File: config.mk
export PLATFORM = sky130hd
export DESIGN_NAME = mult4_rr_sched
export DESIGN_NICKNAME = d
export VERILOG_FILES = /design/src/rtl/mult4_pkg.sv /design/src/rtl/mult4_array.sv /design/src/rtl/mult4_rr_arb.sv /design/src/rtl/mult4_rr_sched.sv
export SDC_FILE = /design/constraint.sdc
export NUM_CORES = 1
export LEC_CHECK = 0
export CAP_MARGIN = 20
export CELL_PAD_IN_SITES_DETAIL_PLACEMENT = 1
export CELL_PAD_IN_SITES_GLOBAL_PLACEMENT = 1
export CORE_MARGIN = 2
export CORE_UTILIZATION = 42
export CTS_BUF_LIST = sky130_fd_sc_hd__clkbuf_8
export DETAILED_ROUTE_END_ITERATION = 7
export PLACE_DENSITY_LB_ADDON = 0.2
export SYNTH_ARGS = -nofsm -noshare
export SYNTH_HDL_FRONTEND = slang
export SYNTH_SLANG_ARGS = --single-unit
File: constraint.sdc
create_clock -name clk -period 5.29 [get_ports clk]
set_input_delay 0.529 -clock clk [delete_from_list [all_inputs] [get_ports clk]]
set_output_delay 0.529 -clock clk [all_outputs]
set_load 0.05 [all_outputs]
File: src/rtl/mult4_pkg.sv
// Shared definitions for the round-robin shared 4x4 multiplier scheduler.
//   state_t : scheduler FSM states. S_MUL2 is only reachable when the
//             MULT4_SCHED_OUT_PIPE_EN output pipeline stage is built in.
//   OPW     : operand width.
//   PRODW   : product width. 15*15 = 225 fits, so there is no overflow.
package mult4_pkg;

  localparam int OPW   = 4;
  localparam int PRODW = 8;

  typedef enum logic [1:0] {
    S_IDLE = 2'd0,
    S_MUL  = 2'd1,
    S_MUL2 = 2'd2,
    S_HOLD = 2'd3
  } state_t;

endpackage

File: src/rtl/mult4_array.sv
// Combinational 4x4 unsigned array multiplier (shared datapath).
// Ports:
//   a, b : OPW-bit unsigned operands
//   p    : PRODW-bit exact product
module mult4_array
  import mult4_pkg::*;
(
  input  logic [OPW-1:0]   a,
  input  logic [OPW-1:0]   b,
  output logic [PRODW-1:0] p
);

  logic [PRODW-1:0] pp0, pp1, pp2, pp3;

  // One shifted partial-product row per multiplier bit, then sum the rows.
  assign pp0 = b[0] ? PRODW'(a)       : '0;
  assign pp1 = b[1] ? PRODW'(a) << 1  : '0;
  assign pp2 = b[2] ? PRODW'(a) << 2  : '0;
  assign pp3 = b[3] ? PRODW'(a) << 3  : '0;

  assign p = pp0 + pp1 + pp2 + pp3;

endmodule

File: src/rtl/mult4_rr_arb.sv
// Combinational round-robin arbiter.
// Ports:
//   req   : request vector, one bit per requester
//   ptr   : highest-priority index; search starts here and wraps
//   grant : one-hot grant (all zero when nothing requests)
//   idx   : index of the granted requester
//   found : at least one request was present
module mult4_rr_arb #(
  parameter int NREQ = 2,
  parameter int IDW  = 1
) (
  input  logic [NREQ-1:0] req,
  input  logic [IDW-1:0]  ptr,
  output logic [NREQ-1:0] grant,
  output logic [IDW-1:0]  idx,
  output logic            found
);

  always_comb begin
    int cand;
    // NOTE: every signal driven here gets a default first, so no path
    // through the block can leave one unassigned and infer a latch.
    grant = '0;
    idx   = '0;
    found = 1'b0;
    cand  = 0;
    for (int k = 0; k < NREQ; k++) begin
      cand = int'(ptr) + k;
      if (cand >= NREQ) cand = cand - NREQ;
      if (!found && req[cand]) begin
        found       = 1'b1;
        idx         = IDW'(cand);
        grant[cand] = 1'b1;
      end
    end
  end

endmodule

File: src/rtl/mult4_rr_sched.sv
// Round-robin scheduler sharing one combinational 4x4 multiplier among NREQ
// requesters. A grant captures the winner's operands, the multiply runs from
// the capture register, and the tagged product is held until res_ready.
// Optional build macro: MULT4_SCHED_OUT_PIPE_EN adds the S_MUL2 stage that
// registers the multiplier output (latency N+3, one result per 3 cycles).
// Ports:
//   clk, rst_n   : clock, asynchronous active-low reset
//   req_valid    : per-requester operand pair pending
//   req_a, req_b : operands, requester i at [4*i +: 4]
//   req_ready    : one-hot, one-cycle acceptance pulse
//   res_valid    : result held valid
//   res_ready    : consumer accepts result
//   res_prod     : product a*b
//   res_id       : requester index that issued the product
//   busy         : FSM not idle
//   op_cnt       : completed result handshakes, wraps silently
module mult4_rr_sched
  import mult4_pkg::*;
#(
  parameter int NREQ  = 2,
  parameter int IDW   = $clog2(NREQ),
  parameter int CNT_W = 16
) (
  input  logic                clk,
  input  logic                rst_n,
  input  logic [NREQ-1:0]     req_valid,
  input  logic [OPW*NREQ-1:0] req_a,
  input  logic [OPW*NREQ-1:0] req_b,
  output logic [NREQ-1:0]     req_ready,
  output logic                res_valid,
  input  logic                res_ready,
  output logic [PRODW-1:0]    res_prod,
  output logic [IDW-1:0]      res_id,
  output logic                busy,
  output logic [CNT_W-1:0]    op_cnt
);

  state_t           state, state_d;
  logic [IDW-1:0]   ptr;
  logic [OPW-1:0]   cap_a, cap_b;
  logic [IDW-1:0]   cap_id;
  logic [NREQ-1:0]  grant;
  logic [IDW-1:0]   gnt_idx;
  logic             gnt_found;
  logic             accept_en, accept, handshake;
  logic [PRODW-1:0] prod;
`ifdef MULT4_SCHED_OUT_PIPE_EN
  logic [PRODW-1:0] mid_prod;
`endif

  mult4_rr_arb #(.NREQ(NREQ), .IDW(IDW)) u_arb (
    .req   (req_valid),
    .ptr   (ptr),
    .grant (grant),
    .idx   (gnt_idx),
    .found (gnt_found)
  );

  mult4_array u_mult (
    .a (cap_a),
    .b (cap_b),
    .p (prod)
  );

  assign handshake = (state == S_HOLD) && res_ready;
  // req_ready is combinational, so it is gated with rst_n to stay low
  // while reset is asserted even if requesters keep driving valid.
  assign accept_en = rst_n && ((state == S_IDLE) || handshake);
  assign accept    = accept_en && gnt_found;
  assign req_ready = accept_en ? grant : '0;
  assign res_valid = (state == S_HOLD);
  assign busy      = (state != S_IDLE);

  always_comb begin
    state_d = state;
    case (state)
      S_IDLE: if (accept) state_d = S_MUL;
`ifdef MULT4_SCHED_OUT_PIPE_EN
      S_MUL:  state_d = S_MUL2;
      S_MUL2: state_d = S_HOLD;
`else
      S_MUL:  state_d = S_HOLD;
`endif
      S_HOLD: if (res_ready) state_d = accept ? S_MUL : S_IDLE;
      default: state_d = S_IDLE;
    endcase
  end

  // NOTE: sequential state uses non-blocking assignments so every register
  // samples pre-edge values regardless of statement order.
  always_ff @(posedge clk or negedge rst_n) begin
    if (!rst_n) begin
      state    <= S_IDLE;
      ptr      <= '0;
      cap_a    <= '0;
      cap_b    <= '0;
      cap_id   <= '0;
      res_prod <= '0;
      res_id   <= '0;
      op_cnt   <= '0;
`ifdef MULT4_SCHED_OUT_PIPE_EN
      mid_prod <= '0;
`endif
    end else begin
      state <= state_d;
      if (accept) begin
        cap_a  <= req_a[OPW*gnt_idx +: OPW];
        cap_b  <= req_b[OPW*gnt_idx +: OPW];
        cap_id <= gnt_idx;
        ptr    <= (gnt_idx == IDW'(NREQ - 1)) ? '0 : gnt_idx + 1'b1;
      end
`ifdef MULT4_SCHED_OUT_PIPE_EN
      if (state == S_MUL) mid_prod <= prod;
      if (state == S_MUL2) begin
        res_prod <= mid_prod;
        res_id   <= cap_id;
      end
`else
      if (state == S_MUL) begin
        res_prod <= prod;
        res_id   <= cap_id;
      end
`endif
      if (handshake) op_cnt <= op_cnt + 1'b1;
    end
  end

endmodule

======== Yosys cells after proc, flatten, opt, wreduce, memory -nomap -nowiden ========
Cells that the tools add are included.
word-level totals
  register bits ........................... 37
  input port bits ......................... 21
  output and inout port bits .............. 29
  word-level logic and storage cells ...... 68
cells by class
  bitwise operators ....................... 1
  reductions and logical operators ........ 11
  add/subtract/negate cells ............... 8
  magnitude comparators ................... 6
  eq/ne operators ......................... 4
  multiplexer cells ....................... 28
  shift-type cells ........................ 2
operator list
  cell                                                                                  number
  32-bit by 1-bit greater-or-equal comparator with 1-bit output, second input constant  2
  32-bit by 3-bit less-than comparator with 1-bit output, second input constant         2
  32-bit 2-to-1 mux                                                                     2
  32-bit by 3-bit greater-or-equal comparator with 1-bit output, second input constant  1
  32-bit by 3-bit subtractor with 32-bit output, second input constant                  1
  16-bit by 1-bit adder with 16-bit output, second input constant                       1
  8-bit by 4-bit indexed part select with 4-bit output                                  2
  1-bit 2-to-1 mux                                                                      14
  2-bit 2-to-1 mux                                                                      5
  8-bit by 6-bit adder with 8-bit output                                                1
  8-bit by 7-bit adder with 8-bit output                                                1
  8-bit adder                                                                           1
  7-bit 2-to-1 mux                                                                      1
  1-bit logical AND                                                                     6
  6-bit 2-to-1 mux                                                                      1
  2-bit case mux with 3 select lines                                                    1
  5-bit 2-to-1 mux                                                                      1
  4-bit 2-to-1 mux                                                                      1
  1-bit by 2-bit subtractor with 3-bit output, second input constant                    1
  1-bit by 1-bit adder with 2-bit output, second input constant                         1
  1-bit demux with 1-bit select                                                         2
  2-bit by 1-bit equality test with 1-bit output, second input constant                 1
  2-bit equality test, second input constant                                            1
  1-bit by 2-bit greater-or-equal comparator with 1-bit output, second input constant   1
  other kinds (9)                                                                       9

======== Depth between registers and ports, before layout ========
  depth in word-level cells ............... 13
  gate-level depth with buffers ........... 10
  mapped depth without buffers ............ 10

======== Modules after synthesis ========
A second synthesis with hierarchy kept.
second synthesis, totals
  cell total of the unflattened synthesis .. 187
  area total of the unflattened synthesis .. 2094.5 µm²
by module, submodules not included
  module          area an instance (µm²)  sequential area each (µm²)  instances  cells an instance
  mult4_rr_sched  1676.6                  925.9                       1          140
  mult4_array     385.4                   0.0                         1          42
  mult4_rr_arb    32.5                    0.0                         1          5

======== Worst setup path after synthesis ========
No wires, ideal clock.
  path kind ............................... reg-to-reg
  from .................................... register cap_b[3]
  to ...................................... register res_prod[7]
  period minus slack after synthesis ...... 2.822 ns
  arrival ................................. 2.695 ns
  setup time .............................. 0.127 ns
  buffers on the path ..................... 0
  setup slack ............................. 2.468 ns
  cell stages (with the launch flop) ...... 10
  cell sequence ........................... dfrtp_1 and2_1 fa_1 fa_1 ha_1 fa_1 a21o_1 a21oi_1 xor2_1 o21ai_0
between the ends
  longest elaborated chain between the ends .. 2
RTL lines
  what                                    line                   RTL
  start: declaration                      mult4_rr_sched.sv:40   logic [OPW-1:0] cap_a, cap_b;
  start signal: assignment                mult4_rr_sched.sv:108  cap_b <= req_b[OPW*gnt_idx +: OPW];
  7-bit 2-to-1 mux                        mult4_array.sv:19      assign pp3 = b[3] ? PRODW'(a) << 3 : '0;
  8-bit by 7-bit adder with 8-bit output  mult4_array.sv:21      assign p = pp0 + pp1 + pp2 + pp3;
  end signal: assignment                  mult4_rr_sched.sv:120  res_prod <= prod;
  end: declaration                        mult4_rr_sched.sv:32   output logic [PRODW-1:0] res_prod,
No other way between the ends.
A chain may end at the register's enable or synchronous reset.

======== Final worst setup path ========
  from .................................... input res_ready
  to ...................................... output req_ready[1]
between the ends
  longest elaborated chain between the ends .. 4
RTL lines
  what                line                  RTL
  start: declaration  mult4_rr_sched.sv:31  input logic res_ready,
  1-bit logical AND   mult4_rr_sched.sv:65  assign handshake = (state == S_HOLD) && res_ready;
  1-bit logical OR    mult4_rr_sched.sv:68  assign accept_en = rst_n && ((state == S_IDLE) || handshake);
  1-bit logical AND   mult4_rr_sched.sv:68
  2-bit 2-to-1 mux    mult4_rr_sched.sv:70  assign req_ready = accept_en ? grant : '0;
  end: declaration    mult4_rr_sched.sv:29  output logic [NREQ-1:0] req_ready,
No other way between the ends.

==> metrics.txt <==
status=finished, final reports clean; area grow syn2layout=32.3%; Post-Synthesis Net Count=235; Remaining DRCs=0; Final Critical Period=3.12 ns; endpoint class of the critical path=primary output; gpl congestion=0.727; Non-Filler Instances=320; routed vias=1539; Area after DPL=2600 sq um; Netlist Area Pre-Place=2050 sq um; area of the multi-input gates=1070 sq um; Nets=289; H-tree level count=2; synth unique cells=31; fin area=2710 sq um; CP max stage delay=0.84 ns; root buf cell=clkbuf_8; Layout fillers=534; final setup margin=2.17 ns; unrepaired setup endpoints after global routing=false; yosys synthesis warning count=0; DR pass1 iterations=4; Most Frequent Cell on Critical Path=clkdlybuf4s50_1; r2r worst-path depth=9; Synth top cells by count=46 x nand2_1, 37 x dfrtp_1, 15 x and2_1; post-synthesis sequential area ratio=45.2%; Setup CP Type=input pin to primary output; Final Util=57.4%; total of max-cap violations=0; Post-CTS Repair Setup Buffers=0; GRT Total Usage=18.0%; Resized cells post-CTS=0; total CTS buffers=5; Worst Clk Skew=0.00876 ns; Hold Path Class=input pin to async pin; CTS clock-pin slew for the worst setup and hold paths=0.08 ns; final total power=1.29 mW; port bufs=49; clock tree buffer depth=2; ys flop type=dfrtp_1; TritonCTS clock tree=done; largest net degree at the start of global routing=41; Synth top area share=45.2%; Slew Viols, Final=0; core area=4720 sq um; post-route ant nets=0; Placed Cells=312; antenna violations before repair=0; most frequent cell after synthesis=nand2_1; Slew headroom=63.3%; CP Cell Sequence=clkdlybuf4s50_1 > and3_1 > o21ai_2 > nor2_1 > clkdlybuf4s50_1; post-synth top area cell=dfrtp_1; share of cells above drive strength 1=7.51%; CP startpoint kind=input pin; final setup fails=0; Buf/Inv on CP=2; Final TNS setup=0 ns; FFs w/ async S/R, synth=100%; Via density=4.81; Initial Utilization=43.3%; io pins=50; PwrDens=475 nW/um^2; Synth Register Bits=37; cell leakage power=1.33 nW; die width=73.8 microns; top cells by area, synth=dfrtp_1 45%, nand2_1 8.4%, ha_1 6.7%; Worst Max-Slew Pin Slew=0.551 ns; Mapped Cells=198; HPWL Detailed=3320 microns; Post-synth EDFFs=0; fin crit share=58.9%; vias in the first global route=1616; global route overflow=0; final wirelength=4170 microns; Final Hold Fails=0; Place WS=2.19 ns; slowest CP cell=clkdlybuf4s50_1; f_max=321 MHz; Reg area=926 sq um; clock sink count=37; die height=73.8 microns; synthesized area per cell=10.3 sq um; Min Hold Slack=0.287 ns; cell count along the critical path=5; crit-path max FO=7; ANT cells=0; Worst EP required=4.76 ns; CP arrival=2.59 ns; Die Area=5450 sq um; CTS Hold Bufs=0; VDD IR max=0.304 mV; first-pass GRT wire length=7480 microns; Iteration-0 DRC Markers=49; Top delay family on crit path=buffers and inverters; Routed WL per cell=13.0 microns; latest clock arrival within the worst-skew pair=0.28 ns; Rows=25
[registers in the layout (all words and copies together), names as in the netlist]
| signal | flops |
|---|---|
| cap_a | 4 |
| ptr | 1 |
| res_prod | 8 |
| res_id | 1 |
| cap_b | 4 |
| cap_id | 1 |
| state | 2 |
| op_cnt | 16 |
[cells by family after synthesis]
logic type,synth area share [%]
AOI/OAI and AO/OA,6.60
xor gates and xnor gates,7.70
adders and majority gates,11.6
buffers and inverters,2.63
DFF,45.2
muxes,3.91
and+or+nand+nor,22.3
[final timing paths]
path | startpoint | endpoint | slack [ns]
setup / recovery | res_ready | req_ready[1] | 2.17
hold / removal | rst_n | res_prod[2]$_DFFE_PN0P_ | 0.29
setup reg to reg | cap_a[0]$_DFFE_PN0P_ | res_prod[7]$_DFFE_PN0P_ | 2.33
hold reg to reg | res_prod[4]$_DFFE_PN0P_ | res_prod[4]$_DFFE_PN0P_ | 0.47
max in group asynchronous | rst_n | cap_a[3]$_DFFE_PN0P_ | 4.66
min in group clk | res_prod[4]$_DFFE_PN0P_ | res_prod[4]$_DFFE_PN0P_ | 0.47
[cells in the final DEF (no fill, tap or decap), drive strengths merged, types with 4 or more instances in the layout]
cell type / netlist / routed
clkdlybuf4s50: 0 / 48
nand4: 4 / 4
mux2i: 8 / 8
ha: 11 / 11
xnor2: 13 / 13
fa: 5 / 5
o21ai: 13 / 13
clkbuf: 1 / 7
dfrtp: 37 / 37
inv: 7 / 8
nand3: 7 / 7
and3: 6 / 6
xor2: 5 / 5
and2: 16 / 16
nand2: 46 / 46
[power breakdown]
| part | leakage (nW) | switching, mW | total, mW | internal [mW] |
|---|---|---|---|---|
| combinational | 0.791 | 0.378 | 0.606 | 0.227 |
| clock | 0.0549 | 0.101 | 0.221 | 0.120 |
| sequential | 0.486 | 0.0936 | 0.459 | 0.365 |
[routing by layer]
layer / track usage, % / vias up / share of wire [%]
met5: 0 / - / 0
met1: 24.1 / 730 / 48
met2: 28.9 / 38 / 48
met3: 3.43 / 4 / 3.6
met4: 6.67 / 0 / 1.2
li1: - / 767 / -
[cell type report]
class / count / area share (%)
multi-input cells: 150 / 39.4
clock inverters: 1 / 0.323
inverters: 7 / 0.970
flip-flops and latches: 37 / 34.2
repair buffers: 51 / 18.5
clock buffers: 7 / 3.56
well taps: 67 / 3.09
(Power assumes the default switching activity.)
